$ cat src/rtl/aes_uart_pkg.sv
// Shared constants and types for the AES-over-UART frame path.
// Frame = 14 payload bytes followed by a CRC-16-CCITT (MSB-first, seed FFFF, no final XOR).
// Used by both the receive and transmit sides.
package aes_uart_pkg;

  localparam int          FRAME_BYTES = 16;
  localparam int          CRC_BYTES   = 2;
  localparam logic [15:0] CRC_POLY    = 16'h1021;
  localparam logic [15:0] CRC_INIT    = 16'hFFFF;

  localparam int PAYLOAD_BYTES = FRAME_BYTES - CRC_BYTES;
  localparam int PAYLOAD_W     = PAYLOAD_BYTES * 8;
  localparam int FRAME_W       = FRAME_BYTES * 8;
  localparam int CRC_W         = CRC_BYTES * 8;
  localparam int CNT_W         = 4;

  typedef enum logic [1:0] {
    ST_RX     = 2'd0,
    ST_HOLD   = 2'd1,
    ST_RESULT = 2'd2
  } rx_state_e;

endpackage

$ cat src/rtl/top_rx_if.sv
// Byte-path / result bundle between the UART deserializer, the receiver and the AES core.
// master drives bytes and the check request; slave (the receiver) returns the result.
// No handshake: one byte per clock while the receiver is capturing.
interface top_rx_if;
  import aes_uart_pkg::*;

  logic [7:0]           serial_in;
  logic                 crc_en;
  logic                 valid;
  logic [PAYLOAD_W-1:0] data_out;

  modport master (
    output serial_in,
    output crc_en,
    input  valid,
    input  data_out
  );

  modport slave (
    input  serial_in,
    input  crc_en,
    output valid,
    output data_out
  );

endinterface

$ cat src/rtl/crc16_byte_step.sv
// Advances a CRC-16 (CRC_POLY, MSB-first, non-reflected) by one whole byte.
// Purely combinational, zero latency.
// No backpressure; the caller decides when to register the result.
module crc16_byte_step
  import aes_uart_pkg::*;
(
  input  logic [15:0] crc_i,
  input  logic [7:0]  data_i,
  output logic [15:0] crc_o
);

  logic [15:0] crc_work;

  // Eight unrolled shift/XOR steps with the byte pre-aligned under the CRC MSB.
  always_comb begin
    crc_work = crc_i ^ {data_i, 8'h00};
    for (int i = 0; i < 8; i++) begin
      if (crc_work[15]) begin
        crc_work = {crc_work[14:0], 1'b0} ^ CRC_POLY;
      end else begin
        crc_work = {crc_work[14:0], 1'b0};
      end
    end
    crc_o = crc_work;
  end

endmodule

$ cat src/rtl/top_rx.sv
// Captures a 16-byte frame (14 payload + CRC-16), checks the CRC on request, publishes payload + valid.
// Capture takes 16 cycles; result appears one cycle after crc_en is seen in HOLD.
// No backpressure on the byte path: every RX cycle consumes serial_in; HOLD ignores it until crc_en.
module top_rx
  import aes_uart_pkg::*;
(
  input  logic     clk,
  input  logic     reset,
  top_rx_if.slave  bus
);

  localparam logic [CNT_W-1:0] LAST_CNT = CNT_W'(FRAME_BYTES - 1);
  localparam logic [CNT_W-1:0] PAY_CNT  = CNT_W'(PAYLOAD_BYTES);

  rx_state_e            state_q, state_d;
  logic [CNT_W-1:0]     cnt_q, cnt_d;
  logic [FRAME_W-1:0]   frame_q, frame_d;
  logic [15:0]          crc_q, crc_d;
  logic                 valid_q, valid_d;
  logic [PAYLOAD_W-1:0] data_q, data_d;
  logic [15:0]          crc_step;

  // The running CRC folds the current incoming byte; only payload bytes are accepted into crc_q.
  crc16_byte_step u_crc_step (
    .crc_i  (crc_q),
    .data_i (bus.serial_in),
    .crc_o  (crc_step)
  );

  // State, counter, frame, CRC and output registers.
  always_ff @(posedge clk or posedge reset) begin
    if (reset) begin
      state_q <= ST_RX;
      cnt_q   <= '0;
      frame_q <= '0;
      crc_q   <= CRC_INIT;
      valid_q <= 1'b0;
      data_q  <= '0;
    end else begin
      state_q <= state_d;
      cnt_q   <= cnt_d;
      frame_q <= frame_d;
      crc_q   <= crc_d;
      valid_q <= valid_d;
      data_q  <= data_d;
    end
  end

  // Next-state logic: capture in RX, wait for a request in HOLD, hold the result while requested.
  always_comb begin
    state_d = state_q;
    cnt_d   = cnt_q;
    frame_d = frame_q;
    crc_d   = crc_q;
    valid_d = valid_q;
    data_d  = data_q;

    case (state_q)
      ST_RX: begin
        // Shift in from the LSB end so the first byte ends up at the top of the frame.
        frame_d = {frame_q[FRAME_W-9:0], bus.serial_in};
        cnt_d   = cnt_q + 1'b1;
        if (cnt_q < PAY_CNT) begin
          crc_d = crc_step;
        end
        if (cnt_q == LAST_CNT) begin
          state_d = ST_HOLD;
        end
      end

      ST_HOLD: begin
        // Result registers load on the same edge that enters RESULT, giving one cycle of latency.
        if (bus.crc_en) begin
          state_d = ST_RESULT;
          data_d  = frame_q[FRAME_W-1 -: PAYLOAD_W];
          valid_d = (crc_q == frame_q[CRC_W-1:0]);
        end
      end

      ST_RESULT: begin
        // data_out is deliberately left alone so the AES core can still read the last payload.
        if (!bus.crc_en) begin
          state_d = ST_RX;
          cnt_d   = '0;
          crc_d   = CRC_INIT;
          valid_d = 1'b0;
        end
      end

      default: begin
        state_d = ST_RX;
      end
    endcase
  end

  assign bus.valid    = valid_q;
  assign bus.data_out = data_q;

endmodule

$ cat src/flat_wrapper.sv
// flat-port wrapper written by rule: the top's interface ports become plain ports
module top_rx_flat import aes_uart_pkg::*;
  (clk, reset, bus_serial_in, bus_crc_en, bus_valid, bus_data_out);
  top_rx_if bus_i ();
  input  logic clk;
  input  logic reset;
  input wire logic [$bits(bus_i.serial_in)-1:0] bus_serial_in;
  input wire logic [$bits(bus_i.crc_en)-1:0] bus_crc_en;
  output wire logic [$bits(bus_i.valid)-1:0] bus_valid;
  output wire logic [$bits(bus_i.data_out)-1:0] bus_data_out;
  assign bus_i.serial_in = bus_serial_in;
  assign bus_i.crc_en = bus_crc_en;
  assign bus_valid = bus_i.valid;
  assign bus_data_out = bus_i.data_out;
  top_rx u_core (.clk(clk), .reset(reset), .bus(bus_i));
endmodule
$ cat config.mk
export PLATFORM = sky130hd
export DESIGN_NAME = top_rx_flat
export DESIGN_NICKNAME = d
export VERILOG_FILES = /design/src/rtl/aes_uart_pkg.sv /design/src/rtl/top_rx_if.sv /design/src/rtl/crc16_byte_step.sv /design/src/rtl/top_rx.sv /design/src/flat_wrapper.sv
export SDC_FILE = /design/constraint.sdc
export NUM_CORES = 1
export LEC_CHECK = 0
export CORE_MARGIN = 8
export CORE_UTILIZATION = 58
export CTS_BUF_LIST = sky130_fd_sc_hd__clkbuf_4
export DETAILED_ROUTE_END_ITERATION = 12
export HOLD_SLACK_MARGIN = 0.05
export PLACE_DENSITY_LB_ADDON = 0.25
export SLEW_MARGIN = 20
export SYNTH_ARGS = -nofsm -noshare
export SYNTH_HDL_FRONTEND = slang
export SYNTH_HIERARCHICAL = 1
export SYNTH_SLANG_ARGS = --single-unit
export TNS_END_PERCENT = 50
$ cat constraint.sdc
create_clock -name clk -period 11.6 [get_ports clk]
set_input_delay 1.16 -clock clk [delete_from_list [all_inputs] [get_ports clk]]
set_output_delay 1.16 -clock clk [all_outputs]
set_load 0.005 [all_outputs]
==> impl_summary.txt, run 1 <==
----------------------------------------------------
[Route]
  DRC violation count after routing ... 0
  1st-iter DRT viols ... approximately 240
  Post-DRT Antenna Nets ... 0
  Detailed-routing iteration count for the pre-antenna-repair pass ... 4
  Aggregate routed wire length ... slightly above 20 mm
  Total number of vias ... 5,779
  Number of vias per cell after detailed routing ... around 5.3
  Average wire length per cell after detail routing ... 18.5 um

[Placement]
  Total half-perimeter wirelength after legalization and detailed placement ... 13.1 mm
  Routability congestion estimate from global placement ... a little under 0.8
  Total of buffers placed on input and output ports ... ~120

[Critical path]
  Endpoint of the lowest-slack register-to-register path ... u_core/frame_q[104]
  Critical path cell sequence ... nor2_4 -> buf_4 -> buf_4 -> mux2_2
  Startpoint types ... register
  R2R depth ... 4
  Cell type with the highest occurrence count on the critical path ... buf_4
  Endpoint kind of the worst setup timing path ... register
  Delay of the slowest cell on the worst path ... between 0.7 and 0.8 ns
  Worst-path maximum fanout ... 58
  Endpoint arrival time on the critical path ... ~3.5 ns
  CP max stage cell ... buf_4
  Critical path class ... reg2reg
  Required @ worst endpoint ... 12.09 ns
  Reg2reg setup slack ... between 8 and 9 ns
  Worst reg2reg path startpoint ... u_core/state_q[1]

[Synthesis]
  Sequential area share after synthesis ... 0.617
  Most used standard cell by instance count after synthesis ... dfrtp_1
  Number of warnings issued by yosys ... 6
  Area fraction in and, or, nand and nor cells after synthesis ... 0.0213
  Top FF cell, synth ... dfrtp_1
  Asr flop ratio synth ... 1.00
  Mux contribution to synthesized area ... 0.275
  Cell type with the largest total area after synthesis ... dfrtp_1
  Mapped Area ... about 11,000 um2
  Number of synthesized flops with an enable pin ... 0
  Compound-Gate Fraction of Synth Area ... 0.0132
  Net Count, Synth ... ~670
  Synthesized-area fraction occupied by xor and xnor cells ... 0.0497
  Top area cells in the synthesized netlist ... dfrtp_1 58%, mux2_2 19%, mux2_4 8.1%, dfstp_2 3.9%, xor2_1 1.6%
  Most frequent cells after synthesis ... 247 x dfrtp_1, 183 x mux2_2, 58 x mux2_4
  Post-synth top area share ... 0.578
  Number of synthesized register bits ... 263
  Adder-Cell Fraction of Synth Area ... 0.00117
  Count of mapped cells out of synthesis ... roughly 660
  Combinational family with the most area after synthesis ... multiplexers
  Average instance area after synthesis ... 16.2 um2
  Number of distinct library cells after synthesis ... 35

[Layout]
  Area added between synthesis and finish ... 20.8%
  Fraction of final layout cells sized beyond drive strength 1 ... 0.439
  Total number of nets in the final design ... ~840

[CTS]
  Reg clk slew, reported paths ... 0.06 ns
  Cell chosen for the clock root ... clkbuf_4
  CTS Hold Bufs ... 0
  Source-to-sink clock delay at the later pin of the worst-skew pair ... ~0.63 ns
  Number of H-tree levels ... 3
  TritonCTS buffer count ... 70
  Num Clock Sinks ... 263
  CTS max path bufs ... 3
  Setup bufs post-CTS ... 0
  Clock tree from TritonCTS ... done
  Resized cells post-CTS ... 0

[Die]
  Die X-Extent ... ~150 um
  Floorplan row count ... just under 50
  I/O pins ... around 120
  Die Ht ... about 150 um
  Area of the core ... 18,000 um2
  Effective utilization at floorplan ... 0.594
  Die Outline Area ... 23,100 um2

[STA]
  Aggregate negative setup slack ... 0 ns
  Maximum clock skew at final layout ... between 0.02 and 0.03 ns
  Worst hold slack after final layout ... 0.494 ns
  Final setup violation count ... 0
  Worst Tran Pin Value ... between 1 and 1.5 ns
  Number of max-slew violations in the final report ... 0
  Minimum clock period ... 3.05 ns
  Portion of the clock cycle consumed by the worst path in the final layout ... 0.263
  Maximum clock frequency ... about 330 MHz
  Setup repair after global routing missed its margin ... false
  Rel. slew slack ... 0.229
  Number of hold violations in the final report ... 0

[GRT]
  Number of global-route vias before repair ... approximately 6,500
  Total routing resource utilization after global routing ... 0.178
  Antenna violations before repair ... 1
  Leftover overflow at the end of global routing ... 0
  Wire length of the first global-routing pass ... about 34 mm
  Largest net degree at the start of global routing ... roughly 120

[Worst hold path]
  Number of instances on the worst hold path ... 1
  Tightest Hold Check Type ... reg2reg
  HP Start ... u_core/frame_q[120]
  Worst hold endpoint ... u_core/bus.data_out[104]

[Power]
  VDD IR-drop max ... between 150 and 200 uV
  Ratio of total power to cell area ... ~330 nW/um2
  Static leakage ... around 5.9 nW

[Status]
  Outcome ... completed

[Job]
  Max Cap Viol ... 0

----------------------------------------------------
-- cell usage in the layout (no fill, tap or decap), drive strengths merged, types with 2 or more instances in the layout --
cell type	n
dfrtp	247
mux2	241
clkdlybuf4s50	123
clkbuf	103
nor2	20
nand2	20
o21ai	19
xor2	19
dfstp	16
xnor2	12
clkinv	6
xnor3	5
buf	5
nor4	4
inv	4
xor3	4
a21oi	3
diode	2
bufinv	2
nand3	2
nor2b	2
-- routing by layer --
layer / track usage / wire (um) / up-vias
li1: - / - / 2667
met2: 0.287 / 10200 / 128
met1: 0.220 / 8830 / 2957
met3: 0.0539 / 923 / 27
met4: 0.0707 / 308 / 0
met5: 0 / 0 / -
-- final cells by class --
class	instances	area, um2
Tap cell	229	287
Fill cell	1238	5100
Clock buffer	103	773
Antenna cell	2	5.00
Sequential cell	263	6600
Multi-Input combinational cell	360	3880
Inverter	3	18.8
Clock inverter	9	87.6
Timing Repair Buffer	128	1280
-- power breakdown --
group,switching (W),internal (W)
Clock,0.000347,0.000446
Sequential,0.000366,0.00142
Combinational,0.000567,0.00110
Total,0.00128,0.00297
-- kinds of logic (layout without fill, tap and decap cells) --
logic type,count (synthesis),count (layout)
AOI/OAI and AO/OA,26,26
xor gates and xnor gates,40,40
adders and majority gates,1,1
buffers and inverters,36,243
DFF,263,263
muxes,242,242
other,0,2
and+or+nand+nor,51,51
-- per-stage QoR --
step           setup slack (ns)  total power (W)  std cells  utilization  area, um2
2_1_floorplan              3.23          0.00284        659            -      10700
3_3_place_gp               8.33          0.00341        983        0.669      12100
3_5_place_dp               8.24          0.00350        983        0.669      12100
4_1_cts                    8.53          0.00431       1095        0.716      12900
5_1_grt                    8.37          0.00453       1097        0.717      12900
6_report                   8.55          0.00425       1097        0.717      12900
-- how the worst max path moves through the flow --
stage,from,slack [ns],cells past startpoint,endpoint
4_1_cts,u_core/state_q[0],8.53,4,u_core/frame_q[112]
3_5_place_dp,reset,8.24,3,u_core/bus.data_out[50]
2_1_floorplan,reset,3.23,1,u_core/bus.data_out[0]
5_1_grt,u_core/state_q[0],8.37,4,u_core/frame_q[81]
6_report,u_core/state_q[1],8.55,4,u_core/frame_q[104]
3_3_place_gp,reset,8.33,3,u_core/bus.data_out[51]
-- state kept, by name (all words and copies together), names as in the netlist --
signal	count
u_core/bus.valid	1
u_core/cnt_q	4
u_core/state_q	2
u_core/bus.data_out	112
u_core/frame_q	128
u_core/crc_q	16
-- worst max-delay path, delay by kind of cell, from the launching register on --
family                 cells  cell delay, ns
buffers and inverters      2            1.39
AND/OR/NAND/NOR            1            0.53
multiplexers               1            0.41
flip-flops                 1            0.50
No activity file was read; power rests on OpenSTA's default activity.
==> inputs of run 2 (changes only) <==
--- a/config.mk
+++ b/config.mk
@@ -6,7 +6,7 @@
 export NUM_CORES = 1
 export LEC_CHECK = 0
 export CORE_MARGIN = 8
-export CORE_UTILIZATION = 58
+export CORE_UTILIZATION = 52
 export CTS_BUF_LIST = sky130_fd_sc_hd__clkbuf_4
 export DETAILED_ROUTE_END_ITERATION = 12
 export HOLD_SLACK_MARGIN = 0.05
==> constraint.sdc (replaced) <==
create_clock -name clk -period 2.65 [get_ports clk]
set_input_delay 0.265 -clock clk [delete_from_list [all_inputs] [get_ports clk]]
set_output_delay 0.265 -clock clk [all_outputs]
set_load 0.005 [all_outputs]
==> run 2 against run 1 <==
Compared with the run above: clock skew increased by 0.0021 ns; register-to-register slack got worse by 7.7 ns; non-clock buffer count increased by 11; sequential share of layout area decreased by 0.93 points; final area increased by 1.9%; worst setup slack got worse by 7.7 ns; critical path type unchanged; largest cell class unchanged; highest routed layer unchanged.
==> impl_summary.txt, run 2 (synthesized netlist as in run 1, its figures left out) <==
----------------------------------------------------
[STA]
  Final setup violation count ... 0 (unchanged)
  Maximum clock skew at final layout ... 0.0283 ns (+0.00209 ns)
  Worst-case setup margin in the final layout ... 0.808 ns (-7.75 ns)
  Aggregate negative setup slack ... 0 ns (unchanged)
  Rel. slew slack ... 0.654 (+0.425)
  Number of hold violations in the final report ... 0 (unchanged)
  Setup repair after global routing missed its margin ... false
  Number of max-slew violations in the final report ... 0 (unchanged)
  Worst Tran Pin Value ... 0.519 ns (-0.638 ns)
  Portion of the clock cycle consumed by the worst path in the final layout ... 0.695 (+0.433)
  Maximum clock frequency ... 543 MHz (+65%)
  Worst hold slack after final layout ... 0.355 ns (-0.139 ns)
  Minimum clock period ... 1.84 ns (-1.20 ns)

[Route]
  Total number of vias ... 5,895 (+2.0%)
  1st-iter DRT viols ... 245 (+4.3%)
  DRC violation count after routing ... 0 (unchanged)
  Post-DRT Antenna Nets ... 0 (unchanged)
  Detailed-routing iteration count for the pre-antenna-repair pass ... 4 (unchanged)
  Average wire length per cell after detail routing ... 17.6 um (-4.6%)
  Aggregate routed wire length ... 20.4 mm (+0.33%)
  Number of vias per cell after detailed routing ... 5.11 (-3.0%)

[Placement]
  Routability congestion estimate from global placement ... 0.760 (-1.9%)
  Pre-CTS setup slack ... 0.567 ns (-7.68 ns)
  Total half-perimeter wirelength after legalization and detailed placement ... 13.6 mm (+3.9%)
  Placed standard-cell area ... 12,300 um2 (+2.0%)
  Total of buffers placed on input and output ports ... 123 (unchanged)

[CTS]
  TritonCTS buffer count ... 69 (-1.4%)
  Clock tree from TritonCTS ... done
  Reg clk slew, reported paths ... 0.06 ns (about the same)
  Setup bufs post-CTS ... 0 (unchanged)
  Cell chosen for the clock root ... clkbuf_4
  Num Clock Sinks ... 263 (unchanged)
  CTS max path bufs ... 3 (unchanged)
  Resized cells post-CTS ... 0 (unchanged)
  Number of H-tree levels ... 3 (unchanged)
  Source-to-sink clock delay at the later pin of the worst-skew pair ... 0.62 ns (about the same)

[Layout]
  Top reg by flops ... u_core/frame_q
  Area added between synthesis and finish ... 23.0%
  Commonest non-fill, non-tap cells in the layout ... 247 x dfrtp_1, 183 x mux2_2, 123 x clkdlybuf4s50_1, 105 x clkbuf_4, 58 x mux2_4
  Max FFs per register ... 128 (unchanged)
  Leading cell type in the layout, fill and taps excluded ... dfrtp_1
  Total number of nets in the final design ... 848 (+1.2%)
  Final instance area ... 13,200 um2 (+1.9%)
  Fraction of final layout cells sized beyond drive strength 1 ... 0.446 (+0.00741)

[Die]
  I/O pins ... 124 (unchanged)
  Area of the core ... 20,200 um2 (+12%)
  Die Outline Area ... 25,400 um2 (+10%)
  Effective utilization at floorplan ... 0.529 (-0.0648)
  Die Ht ... 159 um (+5.0%)
  Die X-Extent ... 159 um (+5.0%)
  Floorplan row count ... 52 (+6.1%)

[Critical path]
  Required @ worst endpoint ... 3.13 ns (-8.96 ns)
  Reg2reg setup slack ... 0.81 ns (-7.75 ns)
  Startpoint types ... register
  Worst reg2reg path startpoint ... u_core/state_q[0]
  CP max stage cell ... dfrtp_1
  Endpoint of the lowest-slack register-to-register path ... u_core/bus.data_out[72]
  Critical path class ... reg2reg
  Critical path cell sequence ... nor2b_4 -> nand2_8 -> buf_12 -> mux2_2
  R2R depth ... 4 (unchanged)
  Startpoint of the most critical setup path ... u_core/state_q[0]
  Endpoint arrival time on the critical path ... 2.32 ns (-1.22 ns)
  Worst-path maximum fanout ... 46 (-21%)
  Critical Path Sink ... u_core/bus.data_out[72]
  Delay of the slowest cell on the worst path ... 0.51 ns (-0.22 ns)
  Endpoint kind of the worst setup timing path ... register

[GRT]
  Antenna violations before repair ... 1 (unchanged)
  Total routing resource utilization after global routing ... 0.165 (-0.0127)
  Wire length of the first global-routing pass ... 34.3 mm (+1.1%)
  Leftover overflow at the end of global routing ... 0 (unchanged)
  Largest net degree at the start of global routing ... 99 (-14%)
  Number of global-route vias before repair ... 6,654 (+3.0%)

[Worst hold path]
  Tightest Hold Check Type ... in2reg
  HP Start ... bus_serial_in[0]

[Power]
  Ratio of total power to cell area ... 1420 nW/um2 (+330%)
  Static leakage ... 6.04 nW (+1.7%)
  Tot Pwr ... 0.0186 W (+340%)
  Total net switching power ... 0.00562 W (+340%)
  Switching share of total power ... 0.301 (about the same)
  VDD IR-drop max ... 711 uV (+310%)
  Internal Pwr Total ... 0.0130 W (+340%)
  Combinational power share ... 0.397 (+0.004)
  Part of the power in registers ... 0.419 (-0.002)
  Clk pwr share ... 0.184 (-0.002)

[Status]
  Outcome ... completed

[Job]
  Max Cap Viol ... 0 (unchanged)

----------------------------------------------------
## run 2: changes by cell type in the layout (fill, tap and decap cells not counted), sizes merged
cell / before / now
buf: 5 / 15
inv: 4 / 5
diode: 2 / 1
clkinvlp: 0 / 1
clkinv: 6 / 9
dlygate4sd3: 0 / 1
clkbuf: 103 / 105
bufinv: 2 / 1
## run 2: critical path: cells and delay by family (launching register included)
family        cells  cell delay (ns)
buf+inv           1             0.30
flops             1             0.51
mux               1             0.28
simple gates      2             0.56
## run 2: through the flow
stage,cells,util
after global placement,1034,0.607
after floorplan,659,-
after detailed placement,1034,0.607
after global routing,1154,0.651
after CTS,1153,0.651
final,1154,0.651
## run 2: power by group through the flow
stage / combinational (W) / clock (W) / sequential, W
after detailed placement: 0.00749 / 0 / 0.00790
final: 0.00740 / 0.00343 / 0.00781
after global placement: 0.00726 / 0 / 0.00781
after CTS: 0.00751 / 0.00358 / 0.00785
after global routing: 0.00803 / 0.00381 / 0.00809
after floorplan: 0.00506 / 0 / 0.00737
## run 2: cell type report
cell class	count	area (um2)
Fill cell	1464	7070
Antenna cell	1	2.50
Clock inverter	13	77.6
Clock buffer	105	788
Tap cell	270	338
Inverter	3	15.0
Sequential cell	263	6600
Multi-Input combinational cell	360	3880
Timing Repair Buffer	139	1470
## run 2: per-layer routing
metal	vias up	track usage	share of wire
met3	37	0.0579	0.070
met1	2993	0.199	0.42
met2	155	0.267	0.49
li1	2710	-	-
met5	-	0	0
met4	0	0.0656	0.020
## run 2: worst min path at each step
stage	cells after the start	end	slack [ns]
after floorplan	1	u_core/state_q[1]	0.39
after global placement	1	u_core/cnt_q[0]	0.48
after CTS	2	u_core/frame_q[0]	0.29
after global routing	2	u_core/frame_q[1]	0.30
after detailed placement	1	u_core/bus.data_out[104]	0.49
final	2	u_core/frame_q[0]	0.36
## run 2: repair_timing
action                                 4_1_cts  5_1_grt
endpoints found under the hold margin        5        0
setup endpoints to repair                    0        0
hold buffers                                 1        0
